File: src/rtl/cpu_defs.sv
// Shared fetch-side definitions: bus widths, fetch FSM encoding, queue entry layout.
package cpu_defs;

   localparam int ADDR_W = 32;
   localparam int INST_W = 32;

   localparam logic [INST_W-1:0] NOP = 32'h0000_0013;

   typedef enum logic [1:0] {
      IF_IDLE = 2'd0,
      IF_WAIT = 2'd1,
      IF_DROP = 2'd2
   } fetch_state_e;

   typedef struct packed {
      logic [ADDR_W-1:0] pc;
      logic [INST_W-1:0] inst;
   } iq_entry_t;

   function automatic logic [ADDR_W-1:0] alignPc(input logic [ADDR_W-1:0] addr);
      return {addr[ADDR_W-1:2], 2'b00};
   endfunction

endpackage

File: src/rtl/inst_fetch_if.sv
// Fetch unit buses: memory-controller instruction port and decoder handshake.
interface inst_fetch_if;
   import cpu_defs::*;

   logic              mc_req;
   logic [ADDR_W-1:0] mc_addr;
   logic              mc_flag;
   logic [INST_W-1:0] mc_inst;

   logic              out_valid;
   logic [INST_W-1:0] out_inst;
   logic [ADDR_W-1:0] out_pc;
   logic              out_ready;

   modport master (
      output mc_req, mc_addr, out_valid, out_inst, out_pc,
      input  mc_flag, mc_inst, out_ready
   );

   modport slave (
      input  mc_req, mc_addr, out_valid, out_inst, out_pc,
      output mc_flag, mc_inst, out_ready
   );

endinterface

File: src/rtl/inst_queue.sv
// In-order circular buffer of fetched {pc, inst} entries; clear wins over push/pop.
module inst_queue
   import cpu_defs::*;
#(
   parameter int DEPTH = 4
) (
   input  logic                     clk,
   input  logic                     rst,
   input  logic                     en_i,
   input  logic                     push_i,
   input  logic                     pop_i,
   input  logic                     clear_i,
   input  iq_entry_t                data_i,
   output iq_entry_t                head_o,
   output logic [$clog2(DEPTH):0]   count_o
);

   localparam int PW = $clog2(DEPTH);

   iq_entry_t       mem_q [DEPTH];
   logic [PW-1:0]   head_q;
   logic [PW-1:0]   tail_q;
   logic [PW:0]     count_q;
   logic            doPush;
   logic            doPop;

   assign doPush = push_i && (count_q != (PW+1)'(DEPTH));
   assign doPop  = pop_i && (count_q != '0);

   always_ff @(posedge clk) begin
      if (rst) begin
         head_q  <= '0;
         tail_q  <= '0;
         count_q <= '0;
         for (int i = 0; i < DEPTH; i++) mem_q[i] <= '{pc: '0, inst: NOP};
      end else if (en_i) begin
         if (clear_i) begin
            head_q  <= '0;
            tail_q  <= '0;
            count_q <= '0;
         end else begin
            if (doPush) begin
               mem_q[tail_q] <= data_i;
               tail_q        <= tail_q + 1'b1;
            end
            if (doPop) head_q <= head_q + 1'b1;
            unique case ({doPush, doPop})
               2'b10:   count_q <= count_q + 1'b1;
               2'b01:   count_q <= count_q - 1'b1;
               default: ;
            endcase
         end
      end
   end

   assign head_o  = mem_q[head_q];
   assign count_o = count_q;

endmodule

File: src/rtl/inst_fetch.sv
// Instruction fetch initiator: PC, one-outstanding memory request, instruction queue.
// Optional direct-mapped icache enabled by defining INST_FETCH_ICACHE_EN.
module inst_fetch
   import cpu_defs::*;
#(
   parameter logic [ADDR_W-1:0] RESET_PC = 32'h0,
   parameter int                IQ_DEPTH = 4
`ifdef INST_FETCH_ICACHE_EN
   , parameter int              ICACHE_LINES = 64
`endif
) (
   input  logic              clk,
   input  logic              rst,
   input  logic              rdy,
   input  logic              flush,
   input  logic [ADDR_W-1:0] flush_pc,
   inst_fetch_if.master      bus
);

   localparam int CW = $clog2(IQ_DEPTH) + 1;

   fetch_state_e      state_q;
   logic [ADDR_W-1:0] pc_q;
   logic [ADDR_W-1:0] mcAddr_q;
   logic              mcReq_q;

   logic [CW-1:0]     iqCount;
   iq_entry_t         iqHead;
   iq_entry_t         pushData_d;
   logic              iqHasRoom;
   logic              respOk;
   logic              iqPush;
   logic              iqPop;
   logic              outValid;
   logic              cacheHit;
   logic [INST_W-1:0] cacheInst;

`ifdef INST_FETCH_ICACHE_EN
   localparam int IDX_W = $clog2(ICACHE_LINES);
   localparam int TAG_W = ADDR_W - IDX_W - 2;

   logic              cacheValid_q [ICACHE_LINES];
   logic [TAG_W-1:0]  cacheTag_q   [ICACHE_LINES];
   logic [INST_W-1:0] cacheData_q  [ICACHE_LINES];
   logic [IDX_W-1:0]  lookupIdx;
   logic [IDX_W-1:0]  fillIdx;

   assign lookupIdx = pc_q[IDX_W+1:2];
   assign fillIdx   = mcAddr_q[IDX_W+1:2];
   assign cacheHit  = cacheValid_q[lookupIdx] && (cacheTag_q[lookupIdx] == pc_q[ADDR_W-1:IDX_W+2]);
   assign cacheInst = cacheData_q[lookupIdx];

   always_ff @(posedge clk) begin
      if (rst) begin
         for (int i = 0; i < ICACHE_LINES; i++) cacheValid_q[i] <= 1'b0;
      end else if (rdy && respOk) begin
         cacheValid_q[fillIdx] <= 1'b1;
      end
   end

   // Tag/data need no reset: the valid bit gates every use.
   always_ff @(posedge clk) begin
      if (!rst && rdy && respOk) begin
         cacheTag_q[fillIdx]  <= mcAddr_q[ADDR_W-1:IDX_W+2];
         cacheData_q[fillIdx] <= bus.mc_inst;
      end
   end
`else
   assign cacheHit  = 1'b0;
   assign cacheInst = NOP;
`endif

   assign iqHasRoom = iqCount < CW'(IQ_DEPTH);
   assign respOk    = (state_q == IF_WAIT) && bus.mc_flag && !flush;
   assign iqPush    = respOk || ((state_q == IF_IDLE) && cacheHit && iqHasRoom && !flush);
   assign outValid  = iqCount != '0;
   assign iqPop     = outValid && bus.out_ready;

   always_comb begin
      pushData_d = '{pc: mcAddr_q, inst: bus.mc_inst};
      if (state_q == IF_IDLE) pushData_d = '{pc: pc_q, inst: cacheInst};
   end

   inst_queue #(.DEPTH(IQ_DEPTH)) u_queue (
      .clk     (clk),
      .rst     (rst),
      .en_i    (rdy),
      .push_i  (iqPush),
      .pop_i   (iqPop),
      .clear_i (flush),
      .data_i  (pushData_d),
      .head_o  (iqHead),
      .count_o (iqCount)
   );

   // A request already on the bus cannot be withdrawn, so a flush during WAIT parks in DROP.
   always_ff @(posedge clk) begin
      if (rst) begin
         state_q  <= IF_IDLE;
         pc_q     <= RESET_PC;
         mcReq_q  <= 1'b0;
         mcAddr_q <= '0;
      end else if (rdy) begin
         unique case (state_q)
            IF_IDLE: begin
               if (flush) begin
                  pc_q <= alignPc(flush_pc);
               end else if (iqHasRoom) begin
                  if (cacheHit) begin
                     pc_q <= pc_q + 32'd4;
                  end else begin
                     mcReq_q  <= 1'b1;
                     mcAddr_q <= pc_q;
                     state_q  <= IF_WAIT;
                  end
               end
            end
            IF_WAIT: begin
               if (flush) begin
                  pc_q <= alignPc(flush_pc);
                  if (bus.mc_flag) begin
                     mcReq_q <= 1'b0;
                     state_q <= IF_IDLE;
                  end else begin
                     state_q <= IF_DROP;
                  end
               end else if (bus.mc_flag) begin
                  pc_q    <= pc_q + 32'd4;
                  mcReq_q <= 1'b0;
                  state_q <= IF_IDLE;
               end
            end
            IF_DROP: begin
               if (flush) pc_q <= alignPc(flush_pc);
               if (bus.mc_flag) begin
                  mcReq_q <= 1'b0;
                  state_q <= IF_IDLE;
               end
            end
            default: state_q <= IF_IDLE;
         endcase
      end
   end

   assign bus.mc_req    = mcReq_q;
   assign bus.mc_addr   = mcAddr_q;
   assign bus.out_valid = outValid;
   assign bus.out_inst  = iqHead.inst;
   assign bus.out_pc    = iqHead.pc;

endmodule

File: src/flat_wrapper.sv
// flat-port wrapper written by rule: the top's interface ports become plain ports
module inst_fetch_flat import cpu_defs::*;
#(
   parameter logic [ADDR_W-1:0] RESET_PC = 32'h0,
   parameter int                IQ_DEPTH = 4

)
  (clk, rst, rdy, flush, flush_pc, bus_mc_req, bus_mc_addr, bus_out_valid, bus_out_inst, bus_out_pc, bus_mc_flag, bus_mc_inst, bus_out_ready);
  inst_fetch_if bus_i ();
  input  logic clk;
  input  logic rst;
  input  logic rdy;
  input  logic flush;
  input  logic [ADDR_W-1:0] flush_pc;
  output wire logic [$bits(bus_i.mc_req)-1:0] bus_mc_req;
  output wire logic [$bits(bus_i.mc_addr)-1:0] bus_mc_addr;
  output wire logic [$bits(bus_i.out_valid)-1:0] bus_out_valid;
  output wire logic [$bits(bus_i.out_inst)-1:0] bus_out_inst;
  output wire logic [$bits(bus_i.out_pc)-1:0] bus_out_pc;
  input wire logic [$bits(bus_i.mc_flag)-1:0] bus_mc_flag;
  input wire logic [$bits(bus_i.mc_inst)-1:0] bus_mc_inst;
  input wire logic [$bits(bus_i.out_ready)-1:0] bus_out_ready;
  assign bus_mc_req = bus_i.mc_req;
  assign bus_mc_addr = bus_i.mc_addr;
  assign bus_out_valid = bus_i.out_valid;
  assign bus_out_inst = bus_i.out_inst;
  assign bus_out_pc = bus_i.out_pc;
  assign bus_i.mc_flag = bus_mc_flag;
  assign bus_i.mc_inst = bus_mc_inst;
  assign bus_i.out_ready = bus_out_ready;
  inst_fetch #(.RESET_PC(RESET_PC), .IQ_DEPTH(IQ_DEPTH)) u_core (.clk(clk), .rst(rst), .rdy(rdy), .flush(flush), .flush_pc(flush_pc), .bus(bus_i));
endmodule
File: config.mk
export PLATFORM = sky130hd
export DESIGN_NAME = inst_fetch_flat
export DESIGN_NICKNAME = d
export VERILOG_FILES = /design/src/rtl/cpu_defs.sv /design/src/rtl/inst_fetch_if.sv /design/src/rtl/inst_queue.sv /design/src/rtl/inst_fetch.sv /design/src/flat_wrapper.sv
export SDC_FILE = /design/constraint.sdc
export NUM_CORES = 1
export LEC_CHECK = 0
export CAP_MARGIN = 30
export CORE_MARGIN = 1.5
export CORE_UTILIZATION = 60
export DETAILED_ROUTE_END_ITERATION = 8
export DONT_BUFFER_PORTS = 1
export PLACE_DENSITY = 0.77
export SYNTH_ARGS = -nofsm -noshare
export SYNTH_HDL_FRONTEND = slang
export SYNTH_SLANG_ARGS = --single-unit
File: constraint.sdc
create_clock -name clk -period 7.4 [get_ports clk]
set_input_delay 0.37 -clock clk [delete_from_list [all_inputs] [get_ports clk]]
set_output_delay 0.37 -clock clk [all_outputs]
set_load 0.02 [all_outputs]
==> results.py <==
metrics = {
    "logic_synthesis": {
        "synth.distinct_cells": 64,
        "ys_ff_latch": 320,
        "synth-main-ff-cell": "edfxtp_1",
        "syn_area_per_cell_um2": 12.6,
        "synth_warnings": 0,
        "synth_cells": 1150,
        "synth_edf_count": 248,
        "syn_area_um2": 14500,
        "ys_seq_area_frac": 0.614,
        "async_flop_share": 0,
    },
    "floorplan": {
        "die_y_um": 158,
        "rows": 56,
        "boundaryPins": 168,
        "core_um2": 23500,
        "dieArea_um2": 25100,
        "die_w_um": 158,
        "initial_core_util": 0.615,
    },
    "sta": {
        "fin_crit_ps": 3900,
        "worst-slew-pin-transition_ps": 926,
        "setup_violations": 0,
        "finalCritPeriodShare": 0.527,
        "finalHoldViolCount": 0,
        "slew_violations": 0,
        "finalSetupTns_ps": 0,
        "grt_setup_unrepaired": "no",
        "fin_worst_skew_ps": 20.0,
        "max_freq_mhz": 257,
        "slew_headroom": 0.381,
        "fin_hold_ws_ps": 32.5,
    },
    "finish": {
        "final_util": 0.672,
        "diodes": 0,
        "mostFrequentLayoutCells": "248 x edfxtp_1, 151 x nor2_1, 123 x and2_1",
        "drive_above_1_share": 0.138,
        "mostFrequentLayoutCell": "edfxtp_1",
        "fill_cells": 1735,
        "fin_nets": 1200,
        "regArea_um2": 8890,
        "design_area_um2": 15800,
        "multiInputGateArea_um2": 5220,
        "area_delta_synth_final_pct": 9.38,
    },
    "worst_setup_path": {
        "worst-r2r-setup-slack_ps": 3500,
        "crit_type": "flip-flop to flip-flop",
        "crit_arrival_ps": 4030,
        "cp_num_buf_inv": 4,
        "worstSetupEndpointType": "flip-flop",
        "path_cells": "inv_1 > ha_1 > nand3b_1 > or3_1 > buf_4 > or3b_1 > buf_4 > nand2_2 > buf_4",
        "crit_fanout": 38,
        "worst_setup_path_start_kind": "flip-flop",
        "cpMostUsedCell": "buf_4",
        "r2r_start": "u_core.state_q[1]",
        "slowest_delay_ps": 600,
        "rr_worst_depth": 9,
        "crit_family": "simple AND/OR/NAND/NOR gates",
        "r2r_end": "u_core.u_queue.mem_q[1][14]",
        "required_ps": 7530,
        "critPathSlowestCell": "nand2_2",
    },
    "cts": {
        "insertion_delay_ps": 510,
        "cts_tree": "built",
        "cts_root_buf": "clkbuf_16",
        "cts-resized-gates": 0,
        "cts.clk_slew.worst_paths_ps": 60,
        "cts.sinks": 320,
        "cts_buffer_depth": 3,
        "htree_num_levels": 2,
        "cts_buffers": 34,
    },
    "global_route": {
        "grt_max_degree": 63,
        "grt_pass1_wl_um": 52500,
        "grt_usage": 0.281,
        "grt_overflow": 0,
        "grt_pass1_vias": 9134,
        "antenna_found_initial": 0,
    },
    "detailed_routing": {
        "drc": 0,
        "drt-initial-drc-count": 1028,
        "vias": 9283,
        "viasPerCell": 6.33,
        "ant_nets": 0,
        "wl_per_cell_um": 23.3,
        "drt_first_pass_iters": 5,
        "wirelength_um": 34200,
    },
    "pwr": {
        "power.density_nw_per_um2": 242,
        "p_leak_nw": 5.44,
        "p_total_mw": 3.84,
        "ir_drop_mv": 0.184,
    },
    "worst_hold_path": {
        "min_path_cells": 3,
        "min_from": "rst",
        "hp-class": "input pin to flip-flop",
        "holdPathEnd": "u_core.pc_q[17]",
    },
    "placed_design": {
        "gp_congestion": 0.899,
        "portBuffers": 0,
        "placed_area_um2": 14700,
        "hpwlAfterDp_um": 20800,
    },
    "status": {
        "status": "completed",
    },
    "flow_run": {
        "maxCapViolCount": 0,
    },
}
-- timing repair --
| item | in CTS | in global routing |
|---|---|---|
| hold buffers | 2 | 0 |
| endpoints found under the hold margin | 64 | 0 |
| buffers inserted | 0 | 0 |
-- cells in the mapped netlist, types with 2 or more instances --
| cell type | number | share of area |
|---|---|---|
| mux4_2 | 62 | 0.096 |
| inv_1 | 9 | 0.0023 |
| a32oi_1 | 10 | 0.0061 |
| buf_2 | 6 | 0.0021 |
| edfxtp_1 | 248 | 0.51 |
| a31o_2 | 3 | 0.0018 |
| o32ai_1 | 2 | 0.0012 |
| nand3_1 | 18 | 0.0062 |
| nor4_1 | 14 | 0.0061 |
| and2_1 | 123 | 0.053 |
| o22ai_1 | 2 | 0.00086 |
| nor2_1 | 151 | 0.039 |
| or3_1 | 9 | 0.0039 |
| a211oi_1 | 4 | 0.0021 |
| o31ai_1 | 6 | 0.0031 |
| o21ai_0 | 23 | 0.0080 |
| a21o_1 | 2 | 0.0010 |
| nand4_1 | 9 | 0.0039 |
| buf_1 | 13 | 0.0034 |
| clkbuf_2 | 3 | 0.0010 |
| or4_1 | 4 | 0.0021 |
| a41o_1 | 2 | 0.0014 |
| a221oi_1 | 3 | 0.0018 |
| buf_4 | 6 | 0.0031 |
| clkbuf_1 | 64 | 0.017 |
| dfxtp_1 | 72 | 0.10 |
| nor3_1 | 10 | 0.0035 |
| a22o_1 | 2 | 0.0012 |
| a32o_1 | 2 | 0.0014 |
| a311oi_1 | 4 | 0.0024 |
| and3_1 | 7 | 0.0030 |
| mux2i_1 | 35 | 0.024 |
| ha_1 | 6 | 0.0052 |
| or2_2 | 2 | 0.00086 |
| and4_1 | 2 | 0.0012 |
| nor3b_1 | 3 | 0.0016 |
| nand2b_1 | 16 | 0.0069 |
| o211ai_1 | 6 | 0.0031 |
| a31oi_1 | 7 | 0.0030 |
| a21oi_1 | 58 | 0.020 |
| nand2_1 | 99 | 0.026 |
-- worst register-to-register path, stage by stage (launching register included) --
cell	delay, ps
dfxtp_1	340
inv_1	120
ha_1	260
nand3b_1	190
or3_1	380
buf_4	290
or3b_1	420
buf_4	300
nand2_2	600
buf_4	600
-- cell families (layout without fill, tap and decap cells) --
group	Yosys count	after routing	synth area share
AND/OR/NAND/NOR	479	479	0.166
flip-flops	320	320	0.614
AO/OA/AOI/OAI	144	144	0.0635
buffers and inverters	101	96	0.0285
multiplexers	97	97	0.121
adder cells (fa/ha/maj)	7	7	0.00657
other	1	4	0.000259
XOR/XNOR	1	1	0.000605
-- metal layers --
metal / track usage / up-vias / share of wire
li1: - / 4174 / -
met1: 0.357 / 4616 / 0.37
met2: 0.472 / 417 / 0.49
met3: 0.0781 / 76 / 0.11
met4: 0.0854 / 0 / 0.027
met5: 0 / - / 0
-- final cells by class --
cell class                      instances  share of cell area
Clock buffer                           52              0.0619
Timing Repair Buffer                   26              0.0141
Inverter                                9             0.00213
Sequential cell                       320               0.562
Multi-Input combinational cell        732               0.330
Clock inverter                          9             0.00490
Tap cell                              319              0.0252
-- power breakdown --
part	leakage [nW]	internal (mW)	switching [mW]	total [mW]
sequential	3.11	1.99	0.0437	2.03
combinational	1.81	0.0580	0.135	0.193
clock	0.512	0.950	0.663	1.61
-- sequential cells by signal (all words and copies together) (netlist names), named ones only --
signal,count
u_core.u_queue.tail_q,2
u_core.state_q,2
u_core.pc_q,30
u_core.u_queue.head_q,2
u_core.u_queue.mem_q,248
u_core.u_queue.count_o,3
u_core.bus.mc_addr,30
u_core.bus.mc_req,1
-- through the flow --
step                instances  setup WS [ps]
floorplan                1153           1260
global placement         1402           3560
detailed placement       1404           3470
CTS                      1467           3460
global route             1467           3270
finish                   1467           3500
-- how the worst max path moves through the flow --
stage | cells after the start | endpoint | slack [ps] | startpoint
after floorplan | 6 | u_core.u_queue.mem_q[2][0] | 1260 | u_core.state_q[1]
after detailed placement | 9 | u_core.u_queue.mem_q[1][19] | 3470 | u_core.state_q[1]
after global placement | 9 | u_core.u_queue.mem_q[1][19] | 3560 | u_core.state_q[1]
after global routing | 9 | u_core.u_queue.mem_q[1][29] | 3270 | u_core.state_q[1]
after CTS | 9 | u_core.u_queue.mem_q[1][14] | 3460 | u_core.state_q[1]
final | 9 | u_core.u_queue.mem_q[1][14] | 3500 | u_core.state_q[1]
(Power assumes the default switching activity.)
